File: src/rtl/cu_pkg.sv
// ============================================================================
//  Module      : cu_pkg
//  Description : Shared types and constants for the control_unit block:
//                FSM state encoding, instruction opcodes, ALU function
//                selects and the opcode-to-state decode helper.
//  Revision    : 1.0  initial release
// ============================================================================
`default_nettype none

package cu_pkg;

  // FSM state encoding; the codes are visible on state_out.
  typedef enum logic [3:0] {
    S_INIT   = 4'd0,
    S_FETCH  = 4'd1,
    S_DECODE = 4'd2,
    S_NOOP   = 4'd3,
    S_LOAD_A = 4'd4,
    S_LOAD_B = 4'd5,
    S_STORE  = 4'd6,
    S_ADD    = 4'd7,
    S_SUB    = 4'd8,
    S_HALT   = 4'd9
  } state_t;

  // Instruction opcodes carried in IR[15:12].
  localparam logic [3:0] OP_NOOP  = 4'd0;
  localparam logic [3:0] OP_STORE = 4'd1;
  localparam logic [3:0] OP_LOAD  = 4'd2;
  localparam logic [3:0] OP_ADD   = 4'd3;
  localparam logic [3:0] OP_SUB   = 4'd4;
  localparam logic [3:0] OP_HALT  = 4'd5;

  // ALU function selects driven on ALU_s0.
  localparam logic [2:0] ALU_PASS = 3'd0;
  localparam logic [2:0] ALU_ADD  = 3'd1;
  localparam logic [2:0] ALU_SUB  = 3'd2;

  // Execution state reached from DECODE for a given opcode.
  // Opcodes 6..15 are unassigned and execute as a no-op.
  function automatic state_t decode_op(input logic [3:0] op);
    state_t st;
    case (op)
      OP_NOOP:  st = S_NOOP;
      OP_STORE: st = S_STORE;
      OP_LOAD:  st = S_LOAD_A;
      OP_ADD:   st = S_ADD;
      OP_SUB:   st = S_SUB;
      OP_HALT:  st = S_HALT;
      default:  st = S_NOOP;
    endcase
    return st;
  endfunction

endpackage

`default_nettype wire

File: src/rtl/pc_counter.sv
// ============================================================================
//  Module      : pc_counter
//  Description : 8-bit program counter with synchronous clear and increment.
//                Wraps naturally from 255 to 0. Asynchronous active-low reset.
//  Revision    : 1.0  initial release
// ============================================================================
`default_nettype none

module pc_counter (
  input  logic       clk,
  input  logic       rst_n,
  input  logic       clr,
  input  logic       up,
  output logic [7:0] pc
);

  logic [7:0] r_pc;

  // Counter register: clear wins over increment; the 8-bit add wraps 255->0.
  always_ff @(posedge clk or negedge rst_n) begin
    if (!rst_n) begin
      r_pc <= 8'd0;
    end else if (clr) begin
      r_pc <= 8'd0;
    end else if (up) begin
      r_pc <= r_pc + 8'd1;
    end
  end

  assign pc = r_pc;

endmodule

`default_nettype wire

File: src/rtl/control_unit.sv
// ============================================================================
//  Module      : control_unit
//  Description : Multi-cycle instruction sequencer. Fetches a 16-bit
//                instruction at pc_out, decodes IR[15:12] and drives Moore
//                datapath controls (data memory, register file, ALU).
//                Optional feature macro: CU_SINGLE_STEP_EN adds a 'step'
//                input that gates FETCH so one pulse runs one instruction.
//  Revision    : 1.0  initial release
// ============================================================================
`default_nettype none

module control_unit
  import cu_pkg::*;
(
  input  logic        clk,
  input  logic        rst_n,
`ifdef CU_SINGLE_STEP_EN
  input  logic        step,
`endif
  input  logic [15:0] instr_in,
  output logic [7:0]  pc_out,
  output logic [15:0] IR_out,
  output logic [7:0]  D_addr,
  output logic        D_wr,
  output logic        RF_sel,
  output logic        RF_W_en,
  output logic [3:0]  WriteAddr,
  output logic [3:0]  rdAddrA,
  output logic [3:0]  rdAddrB,
  output logic [2:0]  ALU_s0,
  output logic [3:0]  state_out,
  output logic        halted
);

  state_t      r_state;
  state_t      w_next_state;
  logic [15:0] r_ir;
  logic        w_fetch_go;
  logic        w_pc_clr;

  logic [7:0]  w_d_addr;
  logic        w_d_wr;
  logic        w_rf_sel;
  logic        w_rf_w_en;
  logic [3:0]  w_write_addr;
  logic [3:0]  w_rd_addr_a;
  logic [3:0]  w_rd_addr_b;
  logic [2:0]  w_alu_s0;

  // FETCH completes (IR load + pc increment) only when allowed to advance.
`ifdef CU_SINGLE_STEP_EN
  assign w_fetch_go = (r_state == S_FETCH) && step;
`else
  assign w_fetch_go = (r_state == S_FETCH);
`endif

  assign w_pc_clr = (r_state == S_INIT);

  pc_counter u_pc_counter (
    .clk   (clk),
    .rst_n (rst_n),
    .clr   (w_pc_clr),
    .up    (w_fetch_go),
    .pc    (pc_out)
  );

  // State register; reset aborts whatever instruction is in flight.
  always_ff @(posedge clk or negedge rst_n) begin
    if (!rst_n) begin
      r_state <= S_INIT;
    end else begin
      r_state <= w_next_state;
    end
  end

  // Instruction register: cleared in INIT, loaded only when FETCH advances.
  always_ff @(posedge clk or negedge rst_n) begin
    if (!rst_n) begin
      r_ir <= 16'd0;
    end else if (r_state == S_INIT) begin
      r_ir <= 16'd0;
    end else if (w_fetch_go) begin
      r_ir <= instr_in;
    end
  end

  // Next-state logic.
  always_comb begin
    w_next_state = r_state;
    case (r_state)
      S_INIT:   w_next_state = S_FETCH;
      S_FETCH:  w_next_state = w_fetch_go ? S_DECODE : S_FETCH;
      S_DECODE: w_next_state = decode_op(r_ir[15:12]);
      S_LOAD_A: w_next_state = S_LOAD_B;
      S_NOOP,
      S_STORE,
      S_LOAD_B,
      S_ADD,
      S_SUB:    w_next_state = S_FETCH;
      S_HALT:   w_next_state = S_HALT;
      default:  w_next_state = S_INIT;
    endcase
  end

  // Moore datapath decode. Address fields always follow IR so they are
  // stable ahead of the execute state; only the enables depend on state.
  // Outside execute states D_addr shows the field the current opcode uses.
  always_comb begin
    w_d_addr     = (r_ir[15:12] == OP_LOAD) ? r_ir[11:4] : r_ir[7:0];
    w_write_addr = r_ir[3:0];
    w_rd_addr_a  = r_ir[11:8];
    w_rd_addr_b  = r_ir[7:4];
    w_d_wr       = 1'b0;
    w_rf_sel     = 1'b0;
    w_rf_w_en    = 1'b0;
    w_alu_s0     = ALU_PASS;
    case (r_state)
      S_STORE: begin
        w_d_addr = r_ir[7:0];
        w_d_wr   = 1'b1;
      end
      S_LOAD_A: begin
        // Memory read latency cycle: select memory path, hold write off.
        w_d_addr = r_ir[11:4];
        w_rf_sel = 1'b1;
      end
      S_LOAD_B: begin
        w_d_addr  = r_ir[11:4];
        w_rf_sel  = 1'b1;
        w_rf_w_en = 1'b1;
      end
      S_ADD: begin
        w_rf_w_en = 1'b1;
        w_alu_s0  = ALU_ADD;
      end
      S_SUB: begin
        w_rf_w_en = 1'b1;
        w_alu_s0  = ALU_SUB;
      end
      default: begin
      end
    endcase
  end

  assign IR_out    = r_ir;
  assign D_addr    = w_d_addr;
  assign D_wr      = w_d_wr;
  assign RF_sel    = w_rf_sel;
  assign RF_W_en   = w_rf_w_en;
  assign WriteAddr = w_write_addr;
  assign rdAddrA   = w_rd_addr_a;
  assign rdAddrB   = w_rd_addr_b;
  assign ALU_s0    = w_alu_s0;
  assign state_out = r_state;
  assign halted    = (r_state == S_HALT);

endmodule

`default_nettype wire

File: config.mk
export PLATFORM = sky130hd
export DESIGN_NAME = control_unit
export DESIGN_NICKNAME = d
export VERILOG_FILES = /design/src/rtl/cu_pkg.sv /design/src/rtl/pc_counter.sv /design/src/rtl/control_unit.sv
export SDC_FILE = /design/constraint.sdc
export NUM_CORES = 1
export LEC_CHECK = 0
export ABC_AREA = 1
export BUFFER_PORTS_ARGS = -buffer_cell sky130_fd_sc_hd__buf_2
export CORE_AREA = 5 5 69 71
export DETAILED_ROUTE_END_ITERATION = 12
export DIE_AREA = 0 0 74 76
export PLACE_DENSITY_LB_ADDON = 0.08
export SYNTH_ARGS = -nofsm -noshare
export SYNTH_HDL_FRONTEND = slang
export SYNTH_SLANG_ARGS = --single-unit
File: constraint.sdc
create_clock -name clk -period 1.3 [get_ports clk]
set_clock_uncertainty 0.05 [all_clocks]
set_input_delay 0 -clock clk [delete_from_list [all_inputs] [get_ports clk]]
set_output_delay 0 -clock clk [all_outputs]
set_load 0.005 [all_outputs]
==> out/qor.txt <==
WP buf/inv -> 1
Clock Sinks -> 28
Commonest non-fill, non-tap cell in the layout -> buf_2
Req. time, crit path -> 1.25 ns
Via count -> 1645
Post-route cell area -> 2570 um2
DR iter-0 viols -> 47
Mapped Area -> 1580 um2
Grt ovf -> 0
Cell Pwr Density -> 2340 nW/um2
Crit-path cells -> nor2_4 -> nand2_2 -> nand2_4 -> nand2_4 -> o21ai_2 -> buf_2
Seq/Total Area, Yosys -> 44.4%
N_diodes -> 0
Die Span Y -> 76 um
Cts bufs inserted -> 3
WP data arrival -> 1.44 ns
Max Buffers Root-to-Sink -> 2
Synth Area per Inst -> 7.55 um2
Layout fillers -> 387
Initial Util -> 37.8%
Peak supply drop -> 0.00105 V
Total track usage -> 16.4%
Final Hold Fails -> 0
Post-synth ARST share -> 100%
1st-pass router iterations -> 4
Most frequent cells in the layout -> buf_2 (71), nand2_1 (46), dfrtp_1 (27)
Worst Hold Class -> input port to asynchronous set/reset pin
First-pass GRT wire length -> 7430 um
CTS tree -> yes
CP Capture Type -> output port
Leak pwr -> 1.43 nW
Largest net degree at the start of global routing -> 29
Failing checks -> setup timing
Die width -> 74 um
CP max stage delay -> 0.44 ns
CP delay by family, top -> simple AND/OR/NAND/NOR gates
Synth Net Count -> 228
Worst setup margin -> -0.194 ns
Final ANT Viol Nets -> 0
Total power -> 6.03 mW
Synth warnings -> 0
# port buffers -> 71
Die area -> 5620 um2
Final setup fails -> 36
Outcome -> finished, violations left
Root Buffer -> clkbuf_8
Max_cap viols -> 0
Most used cell, CP -> nand2_4
Slowest CP cell -> dfrtp_2
DRC -> 0
Vias in the first global route -> 1647
Max Slew Vio Count -> 0
Distinct cells, synth -> 26
Via density -> 4.54
Rel. slew slack -> 58.5%
F_max -> 669 MHz
EDFF count, synth -> 0
Fin crit period -> 1.49 ns
Post-DP Area -> 1990 um2
Peak fanout along the critical path -> 8
Post-Synthesis Cells -> 209
Area Overhead vs Synth -> 63.1%
WL final -> 4610 um
H-tree depth -> 1
DP HPWL -> 3240 um
# nets final -> 330
Share of cells above drive strength 1 -> 50.6%
Critical Path Start Type -> flop
I/O Pins -> 73
Initial antenna violation count -> 0
Clk_lat worst skew -> 0.27 ns
Core Region -> 4170 um2
Synth Flop Type -> dfrtp_1
Routed len/inst -> 12.7 um
Period utilisation layout -> 115%
Worst slew pin tran -> 0.622 ns
Clock transition at path regs -> 0.10 ns
Gpl congestion -> 0.795
Cell row count -> 24
Register bit count reported by yosys -> 28
Crit Path Category -> flop to output port
RSZ-0062 raised after global routing -> true
[layout make-up]
class	count	area, um2	area share [%]
multi-input cells	134	845	32.8
repair buffers	113	767	29.8
flip-flops and latches	28	702	27.3
inverters	31	124	4.81
well taps	52	65.1	2.53
clock buffers	3	41.3	1.60
clock inverters	1	30.0	1.17
[worst reg2reg max path, stage by stage (launching register included)]
cell     delay (ns)
dfrtp_1        0.41
inv_2          0.10
buf_6          0.12
nand2_8        0.07
nor3_4         0.21
buf_6          0.15
buf_8          0.13
nand3_2        0.06
o21ai_1        0.07
[flip-flops by register name, indices dropped and copies added (netlist names)]
| signal | count |
|---|---|
| u_pc_counter.pc | 8 |
| IR_out | 16 |
| state_out | 4 |
[worst paths after layout]
check                                                    start                             end  slack, ns  cells after the start
worst max-delay path                    state_out[3]$_DFF_PN0_                       D_addr[0]      -0.19                      6
worst min-delay path                                     rst_n          state_out[0]$_DFF_PN0_       0.21                      2
worst max register to register          state_out[2]$_DFF_PN0_  u_pc_counter.pc[3]$_DFFE_PN0P_      -0.13                      8
worst min register to register  u_pc_counter.pc[7]$_DFFE_PN0P_  u_pc_counter.pc[7]$_DFFE_PN0P_       0.48                      2
max in group asynchronous                                rst_n          state_out[3]$_DFF_PN0_       0.55                      2
min in group clk                                   instr_in[0]           IR_out[0]$_DFFE_PN0P_       0.40                      4
[cell usage after synthesis, types with 2 or more instances]
library cell	count	area share (%)
o21ai_0	18	5.7
dfrtp_1	28	44
buf_4	15	7.1
o21ai_1	9	2.9
nand4_1	3	1.2
inv_2	2	0.48
nand3_1	11	3.5
nor2_1	11	2.6
nand2_2	3	1.2
nand2_1	65	15
inv_1	29	6.9
[report_power, final]
group	internal (mW)	total [mW]	leakage [nW]	switching, mW
clock	0.412	0.692	0.0357	0.280
combinational	1.82	3.90	1.03	2.08
sequential	1.17	1.44	0.365	0.265
total	3.41	6.03	1.43	2.63
[layer usage]
layer | track usage [%] | wire length [um]
met4 | 4.35 | 52
met1 | 20.7 | 1970
met5 | 0 | 0
met3 | 2.64 | 227
met2 | 28.4 | 2360
[stage by stage]
step	worst slack, ns	util (%)	hold WS (ns)	TNS [ns]	instances
after floorplan	0.0369	-	-0.346	0	209
final	-0.194	61.7	0.211	-3.75	362
after global placement	0.0188	47.8	0.0143	0	330
after detailed placement	-0.0287	47.8	0.0184	-0.122	330
after global routing	-0.276	61.7	0.292	-6.67	362
after CTS	-0.183	56.8	0.246	-1.64	359
[cell families (layout without fill, tap and decap cells)]
kind of cell,Yosys count,count (layout),share of synthesized area (%)
and+or+nand+nor,100,101,28.5
buffers and inverters,48,148,15.5
AOI/OAI and AO/OA,29,29,9.36
DFF,28,28,44.4
xor gates and xnor gates,2,2,1.11
adders and majority gates,1,1,0.793
other,1,1,0.238
[timing repair]
action | in CTS | in global routing
buffers inserted | 7 | 3
endpoints found under the hold margin | 44 | 0
cloned | 1 | 0
pin swaps | 6 | 10
hold buffers | 17 | 0
setup endpoints to repair | 32 | 42
resized for setup | 21 | 67
No activity file was read; power rests on OpenSTA's default activity.
